[src/rtl/spi_regmap_burst.sv]
// SPI mode-0 slave register map with writable config registers, read-only
// status registers and auto-increment burst transfers. All SPI pins are
// oversampled in the clk domain through 2-flop synchronisers.
module spi_regmap_burst #(
    parameter int ADDR_W   = 7,
    parameter int DATA_W   = 8,
    parameter int NUM_CFG  = 8,
    parameter int NUM_STAT = 4,
    parameter logic [NUM_CFG*DATA_W-1:0] CFG_RESET = '0
) (
    input  logic                         clk,
    input  logic                         rst,
    input  logic                         spi_sck,
    input  logic                         spi_sdi,
    input  logic                         spi_cs_n,
    output logic                         spi_sdo,
    output logic                         spi_sdo_oe,
    output logic [NUM_CFG*DATA_W-1:0]    cfg_o,
    output logic [NUM_CFG-1:0]           cfg_wr_o,
    input  logic [NUM_STAT*DATA_W-1:0]   stat_i
);

    // Bit counter must reach the larger of the last CMD index and last DATA index
    localparam int CNT_MAX = (ADDR_W > DATA_W - 1) ? ADDR_W : DATA_W - 1;
    localparam int CNT_W   = $clog2(CNT_MAX + 1);

    typedef enum logic [1:0] {
        ST_IDLE = 2'd0,
        ST_CMD  = 2'd1,
        ST_DATA = 2'd2
    } state_t;

    state_t             state;
    logic [CNT_W-1:0]   bit_cnt;
    logic [ADDR_W:0]    cmd_sr;
    logic [DATA_W-1:0]  data_sr;
    logic [ADDR_W-1:0]  addr;
    logic               inst;
    logic [DATA_W-1:0]  sdo_sr;

    logic sck_meta, sck_sync, sck_prev;
    logic sdi_meta, sdi_sync;
    logic cs_meta, cs_sync, cs_prev;

    logic               sck_rise;
    logic               sck_fall;
    logic               cs_fall;
    logic [ADDR_W:0]    cmd_next;
    logic [DATA_W-1:0]  data_next;
    logic [ADDR_W-1:0]  snap_addr;
    logic [DATA_W-1:0]  rd_val;

    // Bring the asynchronous SPI pins into the clk domain and keep one history flop for edges
    always_ff @(posedge clk or posedge rst) begin
        if (rst) begin
            sck_meta <= 1'b0;
            sck_sync <= 1'b0;
            sck_prev <= 1'b0;
            sdi_meta <= 1'b0;
            sdi_sync <= 1'b0;
            cs_meta  <= 1'b1;
            cs_sync  <= 1'b1;
            cs_prev  <= 1'b1;
        end else begin
            sck_meta <= spi_sck;
            sck_sync <= sck_meta;
            sck_prev <= sck_sync;
            sdi_meta <= spi_sdi;
            sdi_sync <= sdi_meta;
            cs_meta  <= spi_cs_n;
            cs_sync  <= cs_meta;
            cs_prev  <= cs_sync;
        end
    end

    assign sck_rise  = sck_sync & ~sck_prev;
    assign sck_fall  = ~sck_sync & sck_prev;
    assign cs_fall   = ~cs_sync & cs_prev;
    assign cmd_next  = {cmd_sr[ADDR_W-1:0], sdi_sync};
    assign data_next = {data_sr[DATA_W-2:0], sdi_sync};
    // Snapshot target: freshly shifted address at end of CMD, next burst address in DATA
    assign snap_addr = (state == ST_CMD) ? cmd_next[ADDR_W-1:0] : (addr + ADDR_W'(1));

    // Read-back mux: config register, status register, or zero when unmapped
    always_comb begin
        rd_val = '0;
        for (int i = 0; i < NUM_CFG; i++) begin
            if (snap_addr == ADDR_W'(i)) begin
                rd_val = cfg_o[i*DATA_W +: DATA_W];
            end else begin
                rd_val = rd_val;
            end
        end
        for (int j = 0; j < NUM_STAT; j++) begin
            if (snap_addr == ADDR_W'(NUM_CFG + j)) begin
                rd_val = stat_i[j*DATA_W +: DATA_W];
            end else begin
                rd_val = rd_val;
            end
        end
    end

    // Frame FSM: shifts command and data, commits writes, loads and shifts read snapshots
    always_ff @(posedge clk or posedge rst) begin
        if (rst) begin
            state      <= ST_IDLE;
            bit_cnt    <= '0;
            cmd_sr     <= '0;
            data_sr    <= '0;
            addr       <= '0;
            inst       <= 1'b0;
            sdo_sr     <= '0;
            spi_sdo    <= 1'b0;
            spi_sdo_oe <= 1'b0;
            cfg_o      <= CFG_RESET;
            cfg_wr_o   <= '0;
        end else begin
            cfg_wr_o   <= '0;
            spi_sdo_oe <= ~cs_sync;
            if (cs_sync) begin
                // Deselect wins over any same-cycle sck edge; a partial field is dropped
                state   <= ST_IDLE;
                bit_cnt <= '0;
                sdo_sr  <= '0;
                spi_sdo <= 1'b0;
            end else begin
                case (state)
                    ST_IDLE: begin
                        if (cs_fall) begin
                            state   <= ST_CMD;
                            bit_cnt <= '0;
                            cmd_sr  <= '0;
                            spi_sdo <= 1'b0;
                        end
                    end
                    ST_CMD: begin
                        if (sck_rise) begin
                            cmd_sr <= cmd_next;
                            if (bit_cnt == CNT_W'(ADDR_W)) begin
                                inst    <= cmd_next[ADDR_W];
                                addr    <= cmd_next[ADDR_W-1:0];
                                sdo_sr  <= cmd_next[ADDR_W] ? rd_val : '0;
                                data_sr <= '0;
                                bit_cnt <= '0;
                                state   <= ST_DATA;
                            end else begin
                                bit_cnt <= bit_cnt + CNT_W'(1);
                            end
                        end else if (sck_fall) begin
                            spi_sdo <= 1'b0;
                        end
                    end
                    ST_DATA: begin
                        if (sck_rise) begin
                            data_sr <= data_next;
                            if (bit_cnt == CNT_W'(DATA_W - 1)) begin
                                bit_cnt <= '0;
                                addr    <= addr + ADDR_W'(1);
                                sdo_sr  <= inst ? rd_val : '0;
                                if (!inst) begin
                                    for (int i = 0; i < NUM_CFG; i++) begin
                                        if (addr == ADDR_W'(i)) begin
                                            cfg_o[i*DATA_W +: DATA_W] <= data_next;
                                            cfg_wr_o[i]               <= 1'b1;
                                        end
                                    end
                                end
                            end else begin
                                bit_cnt <= bit_cnt + CNT_W'(1);
                            end
                        end else if (sck_fall) begin
                            spi_sdo <= sdo_sr[DATA_W-1];
                            sdo_sr  <= {sdo_sr[DATA_W-2:0], 1'b0};
                        end
                    end
                    default: begin
                        state   <= ST_IDLE;
                        bit_cnt <= '0;
                    end
                endcase
            end
        end
    end

endmodule

[config.mk]
export PLATFORM = sky130hd
export DESIGN_NAME = spi_regmap_burst
export DESIGN_NICKNAME = d
export VERILOG_FILES = /design/src/rtl/spi_regmap_burst.sv
export SDC_FILE = /design/constraint.sdc
export NUM_CORES = 1
export LEC_CHECK = 0
export ABC_AREA = 0
export CAP_MARGIN = 15
export CORE_UTILIZATION = 30
export CTS_CLUSTER_DIAMETER = 200
export DETAILED_ROUTE_END_ITERATION = 8
export PLACE_DENSITY = 0.61
export SYNTH_ARGS = -nofsm -noshare
export SYNTH_HDL_FRONTEND = slang
export SYNTH_SLANG_ARGS = --single-unit
[constraint.sdc]
create_clock -name clk -period 4.5 [get_ports clk]
set_input_delay 0.45 -clock clk [delete_from_list [all_inputs] [get_ports clk]]
set_output_delay 0.45 -clock clk [all_outputs]
set_load 0.02 [all_outputs]
==> impl_metrics.json <==
{
  "place_congestion": 0.834,
  "syn_inst": 611,
  "hold_viol": 0,
  "clockBufferDepth": 2,
  "grt_overflow": 0,
  "final.setup.tns_ns": 0,
  "avgRoutedWirePerCell_um": 19.6,
  "crit_slowest_cell": "ha_1",
  "powerDensity_nw_per_um2": 454,
  "avgSynthCellArea_um2": 9.80,
  "cts_buffers": 17,
  "rsz0062_at_grt": "no",
  "nNetsFinal": 757,
  "die_w_um": 143,
  "syn_nets": 658,
  "ys_types": 65,
  "yosys.cell_count.top_type": "nand2_1",
  "path_clk_slew_ns": 0.06,
  "fp-row-count": 51,
  "grt_pass1_wl_um": 30400,
  "grt.total_usage": 0.200,
  "synthTopCellsByCount": "nand2_1 (130), dfrtp_1 (114), mux2_2 (39)",
  "core_um2": 19500,
  "port_buffers": 110,
  "p_comb_frac": 0.255,
  "grt_pass1_vias": 5137,
  "num_io_pins": 111,
  "r2r_cells": 9,
  "postCtsSetupBuffers": 0,
  "dieArea_um2": 20500,
  "critPathKind": "reg2reg",
  "clock-sinks": 117,
  "cts-root-buf": "clkbuf_16",
  "drc": 0,
  "synth_xor_xnor_area_share": 0.00292,
  "internal_power_w": 0.00244,
  "maxCapViolations": 0,
  "switching_power_w": 0.00120,
  "grt_max_degree": 74,
  "fp.dieH_um": 143,
  "synth.area.top_cells": "dfrtp_1 (48%), nand2_1 (8.1%), mux2_2 (7.3%), o21ai_0 (2.7%), nor2_1 (2.4%)",
  "cts_tree": "built",
  "p_clk_frac": 0.424,
  "crit_path_start_kind": "flop",
  "drv_slew": 0,
  "antenna_found_initial": 0,
  "syn-cell-area_um2": 5990,
  "synth_top_family_by_area": "simple AND/OR/NAND/NOR gates",
  "synthArstFlopShare": 1.00,
  "synth_flop_cell": "dfrtp_1",
  "slew_headroom": 0.378,
  "cts-resized-gates": 0,
  "synthToLayoutAreaGrowth_pct": 33.9,
  "synth_compound_area_frac": 0.157,
  "period_minus_slack_ns": 3.40,
  "synth_top_cell_by_area": "dfrtp_1",
  "insertion_delay_ns": 0.43,
  "p_leak_nw": 3.52,
  "totalWireLength_um": 19300,
  "ir_drop_uv": 265,
  "hold_buffers": 0,
  "dp_hpwl_um": 13600,
  "drtPass1Iterations": 5,
  "hold_depth": 0,
  "drive_gt1_frac": 0.141,
  "ys_ff_latch": 117,
  "netSwitchingFraction": 0.328,
  "post-route-period-util": 0.756,
  "synthSimpleGateAreaFrac": 0.179,
  "skew_ns": 0.0105,
  "muxShareOfSynthArea": 0.114,
  "outcome": "completed",
  "synth-adder-area-share": 0.0209,
  "initial_utilization": 0.307,
  "ant_nets": 0,
  "arrival_ns": 3.71,
  "endpoint_kind": "flop",
  "first_iter_violations": 376,
  "synth_top_area_share": 0.476,
  "worst_hold_slack_ns": 0.346,
  "setup_viol": 0,
  "cts_max_level": 4,
  "required_ns": 4.80,
  "final_cells": 988,
  "critPathMaxStageDelay_ns": 0.69,
  "seq_power_share": 0.321,
  "synth-edff-count": 0,
  "dp.cells": 956,
  "ys_seq_area_frac": 0.489,
  "via_per_inst": 5.20,
  "max_freq_mhz": 294,
  "hold_path.class": "reg2reg",
  "vias": 5133,
  "worstPathCellList": "inv_1, ha_1, mux2i_4, buf_4, mux2_2, a222oi_1, nor2_1, a21oi_1, a21oi_1",
  "num_antenna_cells": 0,
  "crit_fanout": 20,
  "worst_pin_slew_ns": 0.923,
  "yosys_warnings": 0,
  "cp_common_cell": "a21oi_1"
}
-- power groups by stage --
stage / Combinational, W / Sequential, W / Clock (W)
6_report: 0.000929 / 0.00117 / 0.00154
3_3_place_gp: 0.000900 / 0.00118 / 0
3_5_place_dp: 0.000911 / 0.00119 / 0
4_1_cts: 0.000916 / 0.00117 / 0.00156
2_1_floorplan: 0.000659 / 0.00114 / 0
5_1_grt: 0.00102 / 0.00118 / 0.00161
-- placed cells by master, fill, tap and decap left out, types with 4 or more instances in the layout --
master,Yosys,routed
clkdlybuf4s50_1,0,110
a211oi_1,5,5
o211ai_1,6,6
o22ai_1,5,5
mux2i_1,11,9
ha_1,10,10
nor2b_1,8,8
buf_4,1,12
bufinv_16,0,5
inv_1,11,10
and3_1,12,12
nand2b_1,4,4
a22o_1,11,11
mux4_2,6,6
clkbuf_16,0,17
mux2_2,39,39
and2_1,10,10
dfrtp_1,114,114
nor3_1,13,13
o221ai_1,4,4
inv_6,0,4
a22oi_1,4,4
nor2_1,38,38
o21ai_0,32,32
a221oi_1,7,7
nand2_1,130,130
nand3_1,7,7
a21o_1,4,4
a21oi_1,24,24
-- per-layer routing --
metal  GRT usage  part of all wire  routed length (um)  up-vias
met3      0.0500             0.068                1310       20
met2       0.297              0.45                8610      190
met5           0                 0                   0        -
li1            -                 -                   -     2389
met1       0.285              0.48                9200     2534
met4      0.0605             0.012                 230        0
-- worst paths after layout --
path	from	to	slack [ns]
setup / recovery	state[1]	sdo_sr[7]	1.10
hold / removal	sdi_meta	sdi_sync	0.35
setup reg to reg	state[1]	sdo_sr[7]	1.10
hold reg to reg	sdi_meta	sdi_sync	0.35
max in group asynchronous	rst	cfg_o[59]	3.00
min in group asynchronous	rst	cfg_o[0]	0.58
-- sequential cells by signal, summed over array words and instances (netlist names) --
signal,cells
cfg_o,64
spi_sdo,1
data_sr,7
inst,1
cs_sync,1
state,2
spi_sdo_oe,1
sdi_meta,1
bit_cnt,3
sck_prev,1
addr,7
cmd_sr,7
sdo_sr,8
sdi_sync,1
cs_prev,1
sck_meta,1
cfg_wr_o,8
sck_sync,1
cs_meta,1
-- per-stage QoR --
step | worst slack (ns) | instance area (um^2) | total power [W] | util
finish | 1.10 | 8020 | 0.00364 | 0.411
global route | 0.745 | 8020 | 0.00381 | 0.411
CTS | 1.15 | 8020 | 0.00365 | 0.411
detailed placement | 1.16 | 7350 | 0.00210 | 0.377
global placement | 1.25 | 7350 | 0.00208 | 0.377
floorplan | 0.954 | 5990 | 0.00180 | -
-- critical path: cells and delay by family (launching register included) --
family | cells | cell delay, ns
adder cells (fa/ha/maj) | 1 | 0.69
multiplexers | 2 | 0.95
AND/OR/NAND/NOR | 1 | 0.09
buffers and inverters | 2 | 0.48
AO/OA/AOI/OAI | 3 | 0.68
flip-flops | 1 | 0.39
-- cell families (layout without fill, tap and decap cells) --
group / Yosys count / after routing
simple gates: 239 / 239
compound gates: 134 / 134
mux: 56 / 56
fa+ha+maj: 10 / 10
buf+inv: 53 / 165
xor+xnor: 2 / 2
flops: 117 / 117
-- cell type report --
type,count,area [um^2]
Sequential cell,117,2930
Multi-Input combinational cell,441,2860
Inverter,11,43.8
Clock buffer,19,453
Fill cell,1910,11500
Clock inverter,13,216
Tap cell,265,332
Timing Repair Buffer,122,1190
Power figures use the tool's default switching activity.
==> patch 1 (same flow settings) <==
Register the inputs `spi_sck`, `spi_sdi`, `spi_cs_n` and `stat_i` before use, without a reset. The logic sees them one clock later.
--- a/src/rtl/spi_regmap_burst.sv
+++ b/src/rtl/spi_regmap_burst.sv
@@ -29,6 +29,18 @@
         ST_CMD  = 2'd1,
         ST_DATA = 2'd2
     } state_t;
+
+    logic spi_sck_q;
+    logic spi_sdi_q;
+    logic spi_cs_n_q;
+    logic [NUM_STAT*DATA_W-1:0] stat_q;
+
+    always_ff @(posedge clk) begin
+        spi_sck_q  <= spi_sck;
+        spi_sdi_q  <= spi_sdi;
+        spi_cs_n_q <= spi_cs_n;
+        stat_q     <= stat_i;
+    end
 
     state_t             state;
     logic [CNT_W-1:0]   bit_cnt;
@@ -62,12 +74,12 @@
             cs_sync  <= 1'b1;
             cs_prev  <= 1'b1;
         end else begin
-            sck_meta <= spi_sck;
+            sck_meta <= spi_sck_q;
             sck_sync <= sck_meta;
             sck_prev <= sck_sync;
-            sdi_meta <= spi_sdi;
+            sdi_meta <= spi_sdi_q;
             sdi_sync <= sdi_meta;
-            cs_meta  <= spi_cs_n;
+            cs_meta  <= spi_cs_n_q;
             cs_sync  <= cs_meta;
             cs_prev  <= cs_sync;
         end
@@ -93,7 +105,7 @@
         end
         for (int j = 0; j < NUM_STAT; j++) begin
             if (snap_addr == ADDR_W'(NUM_CFG + j)) begin
-                rd_val = stat_i[j*DATA_W +: DATA_W];
+                rd_val = stat_q[j*DATA_W +: DATA_W];
             end else begin
                 rd_val = rd_val;
             end
Formal check against the unedited RTL: not equivalent (a bounded check fails within 4 cycles, from zero or initial values and one cycle with rst high).
==> patch 1 against the original RTL <==
  * The flow now finishes with violations (design-rule violations)
  * Worst setup slack improved by 0.29 ns
  * Clock skew down 0.0014 ns
  * Global-route usage shrank 3.1 points
  * Synthesized area rose by 13%
  * Sequential power increased by 30%
  * Final area is 7.1% higher
  * Sequential cell count up 35
  * Power is 5.1% higher
  * Wire length decreased by 2.5%
  * Critical endpoint is now sdo_sr[1]
  * Largest cell class unchanged
  * Highest routed layer unchanged
==> patch 1: results (changes against the original RTL) <==
[status]
status = finished with violations
failed_checks = design-rule violations

[finish]
final_nets = 748  ; -1.2%
drive_gt1_share_pct = 16.7  ; +2.6 points
final.fill_count = 2121  ; +11%
top_regs = cfg_o (64), stat_q (32)

[routing]
wl_met3_mm = 1.00  ; -23%
via_count = 5123  ; -0.19%
viasPerCell = 5.15  ; -0.80%
drtIter0Drc = 357  ; -5.1%
wirelength_mm = 18.9  ; -2.5%
drt_first_pass_iters = 7  ; +2
wl_met1_mm = 8.79  ; -4.5%
remaining_drc_errors = 2  ; +2
route.met2.wl_mm = 8.73  ; +1.4%

[global_route]
grt_max_degree = 63  ; -15%
grt_util_met2_pct = 26.2  ; -3.5 points
gr-usage-met3_pct = 4.19  ; -0.81 points
grt_usage_pct = 16.9  ; -3.1 points
grt_use_met1_pct = 22.8  ; -5.7 points
grt_pass1_wl_mm = 29.8  ; -2.0%

[synthesis]
async_flop_share_pct = 77.0  ; -23 points
synthTopCellsByArea = dfrtp_1 42%, mux2_2 11%, dfxtp_1 10%
syn_nets = 655  ; -0.46%
avgSynthCellArea_um2 = 11.1  ; +13%
synth_cell_types = 69  ; +6.2%
synthTopCellsByCount = 114 x dfrtp_1, 76 x nand2_1, 66 x mux2_2
synth_top_area_share_pct = 42.2  ; -5.4 points
yosysSeqAreaShare_pct = 53.7  ; +4.8 points

[power]
power.leakage_nw = 3.68  ; +4.5%
vdd_drop_max_uv = 359  ; +35%

[place]
io_buffers = 110  ; unchanged
dp_hpwl_mm = 13.4  ; -1.3%
dp_cells = 962  ; +0.63%
gp_congestion = 0.872  ; +4.6%

[setup_path]
cp_max_fo = 29  ; +45%
cpLargestDelayFamily = simple AND/OR/NAND/NOR gates
cp_slowest_cell = mux4_1
crit_arrival_ns = 3.42  ; -0.29 ns
max_stage_delay_ns = 0.61  ; -0.08 ns
reg2reg_slack_ns = 1.38  ; +0.29 ns

[timing]
skew_ns = 0.00912  ; -0.00138 ns
slew_headroom_pct = 37.6  ; -0.15 points
holdWs_ns = 0.294  ; -0.0521 ns

[clocking]
clkTransAtPathRegs_ns = 0.06  ; about the same
clk_path_buf_depth = 2  ; unchanged

-- patch 1: cell types whose count changed after synthesis, sizes merged, moves of 6 or more --
cell / change
a221oi: -7
a22o: -9
a31oi: +8
and3: -9
buf: +9
clkbuf: -12
dfxtp: +35
mux2: +27
nand2: -52
nand3: +23
nor2: -9
nor3: -6
o22a: +7
-- patch 1: final timing paths --
path	start	endpoint	cells past startpoint
hold / removal	spi_cs_n_q	cs_meta	0
min in group asynchronous	rst	data_sr[6]	2
setup / recovery	state[1]	sdo_sr[1]	10
max in group asynchronous	rst	cfg_o[56]	3
hold reg to reg	spi_cs_n_q	cs_meta	0
setup reg to reg	state[1]	sdo_sr[1]	10
-- patch 1: layout make-up --
cell class	count	area [µm²]	area share (%)
clock buffer	20	447	5.20
clock inverter	12	101	1.18
inverter	11	43.8	0.509
sequential	152	3630	42.3
tap	280	350	4.08
multi-input combinational	406	2890	33.6
timing repair buffer	113	1140	13.2
-- patch 1: power breakdown --
group | total [mW] | switching (mW) | internal, mW
combinational | 0.963 | 0.629 | 0.334
sequential | 1.52 | 0.0979 | 1.42
clock | 1.34 | 0.569 | 0.770
total | 3.82 | 1.30 | 2.53
-- patch 1: logic make-up after synthesis --
kind of cell | after synthesis | share of synthesized area (%)
simple gates | 189 | 13.6
compound gates | 125 | 12.8
mux | 81 | 14.3
fa+ha+maj | 10 | 1.85
flops | 152 | 53.7
buf+inv | 50 | 3.61
xor+xnor | 1 | 0.130
-- patch 1: metrics by stage --
stage               area [µm²]  setup WS, ns  power, mW
floorplan                 6760         0.954       2.30
global placement          8050          1.51       2.49
detailed placement        8050          1.42       2.51
CTS                       8600          1.41       3.84
global route              8600          1.10       4.02
finish                    8600          1.38       3.82
==> patch 2 (same settings) <==
Without the edit above. `NUM_STAT`: 4 -> 6.
--- a/src/rtl/spi_regmap_burst.sv
+++ b/src/rtl/spi_regmap_burst.sv
@@ -5,7 +5,7 @@
     parameter int ADDR_W   = 7,
     parameter int DATA_W   = 8,
     parameter int NUM_CFG  = 8,
-    parameter int NUM_STAT = 4,
+    parameter int NUM_STAT = 6,
     parameter logic [NUM_CFG*DATA_W-1:0] CFG_RESET = '0
 ) (
     input  logic                         clk,
Ports: changed (resized stat_i); port bits go from 111 to 127. The function was not compared with the original's and may differ.
==> patch 2 against the original RTL <==
  * Clock power fell by 16%
  * Power is 3.9% lower
  * Global-route usage fell by 0.62 points
  * Utilization rose by 0.44 points
  * Sequential cell count stayed put
  * Final area increased by 2.1%
  * Wire length is 2.5% higher
  * Synthesized area rose by 2.3%
  * Worst setup slack better by 0.040 ns
==> patch 2: results (changes against the original RTL) <==
[routing]
viasPerCell = 5.40  ; +4.0%
route.met2.wl_mm = 8.60  ; -0.15%
wirelength_mm = 19.8  ; +2.5%
wl_met1_mm = 9.11  ; -1.0%
top_layer = met4
drt_first_pass_iters = 8  ; +3
wl_met3_mm = 1.82  ; +39%
drtIter0Drc = 446  ; +19%

[synthesis]
synthTopCellsByArea = dfrtp_1 47%, mux2_2 11%, nand2_1 4.1%
synth_cell_types = 68  ; +4.6%
syn_nets = 641  ; -2.6%
synthTopCellsByCount = 114 x dfrtp_1, 67 x nand2_1, 62 x mux2_2
avgSynthCellArea_um2 = 10.6  ; +8.2%
yosysSeqAreaShare_pct = 47.8  ; -1.1 points
async_flop_share_pct = 100  ; unchanged

[place]
dp_hpwl_mm = 14.1  ; +3.2%
dp_cells = 940  ; -1.7%
gp_congestion = 0.835  ; +0.20%
placed_area_um2 = 7630  ; +3.7%
pre_cts_ws_ns = 1.21  ; +0.0499 ns
io_buffers = 126  ; +15%

[global_route]
grt_usage_pct = 19.4  ; -0.62 points
gr-usage-met3_pct = 5.85  ; +0.85 points
grt_max_degree = 43  ; -42%
grt_pass1_wl_mm = 31.3  ; +3.0%
grt_util_met2_pct = 28.3  ; -1.3 points
grt_use_met1_pct = 27.5  ; -1.0 points

[clocking]
clockRootBuffer = clkbuf_16
cts-htree-levels = 4  ; unchanged
cts_buffers = 17  ; unchanged
clk_latency_ns = 0.42

[finish]
synthToLayoutAreaGrowth_pct = 33.6
regMostFlops = cfg_o
instances_no_fill = 972  ; -1.6%
drive_gt1_share_pct = 17.8  ; +3.7 points
final.fill_count = 1861  ; -2.6%
top_regs = cfg_o (64), cfg_wr_o (8), sdo_sr (8)

[setup_path]
r2r-end = sdo_sr[7]
reg2reg_depth = 9  ; unchanged
crit_start = state[1]
cp_max_fo = 14  ; -30%
crit_arrival_ns = 3.64  ; -0.07 ns
cpLargestDelayFamily = compound AO/OA/AOI/OAI gates
cp_slowest_cell = mux4_2
max_stage_delay_ns = 0.61  ; -0.08 ns
reg2reg_slack_ns = 1.14  ; +0.04 ns

[timing]
holdWs_ns = 0.346  ; -0.000326 ns
skew_ns = 0.00944  ; -0.00106 ns
slew_headroom_pct = 20.6  ; -17 points
setup_ws_ns = 1.14  ; +0.0397 ns

[power]
vdd_drop_max_uv = 288  ; +8.5%
combPwrFrac_pct = 29.3  ; +3.8 points
power.leakage_nw = 3.54  ; +0.57%
power_mw = 3.50  ; -3.9%
internal-power_mw = 2.22  ; -9.1%

[status]
status = finished clean

patch 2: cell count changes in the layout (fill, tap and decap cells not counted), sizes merged, moves of 6 or more:
cell | before | now
nand2 | 130 | 67
mux2 | 39 | 69
clkdlybuf4s50 | 110 | 126
and3 | 12 | 2
nand3 | 7 | 17
inv | 15 | 24
nor3 | 14 | 7
a21oi | 24 | 30
clkinv | 1 | 7
mux2i | 11 | 5
patch 2: kinds of logic (layout without fill, tap and decap cells):
group	after synthesis	count (layout)	synth area share, %
DFF	117	117	47.8
and+or+nand+nor	161	161	12.1
muxes	82	82	16.5
adders and majority gates	10	10	2.04
AOI/OAI and AO/OA	150	150	17.4
buffers and inverters	56	185	3.78
xor gates and xnor gates	2	2	0.408
patch 2: final cells by class:
class	count	share of cell area, %
Timing Repair Buffer	133	16.0
Multi-Input combinational cell	405	36.3
Tap cell	265	4.05
Inverter	20	0.947
Clock buffer	18	5.36
Clock inverter	14	1.53
Sequential cell	117	35.8
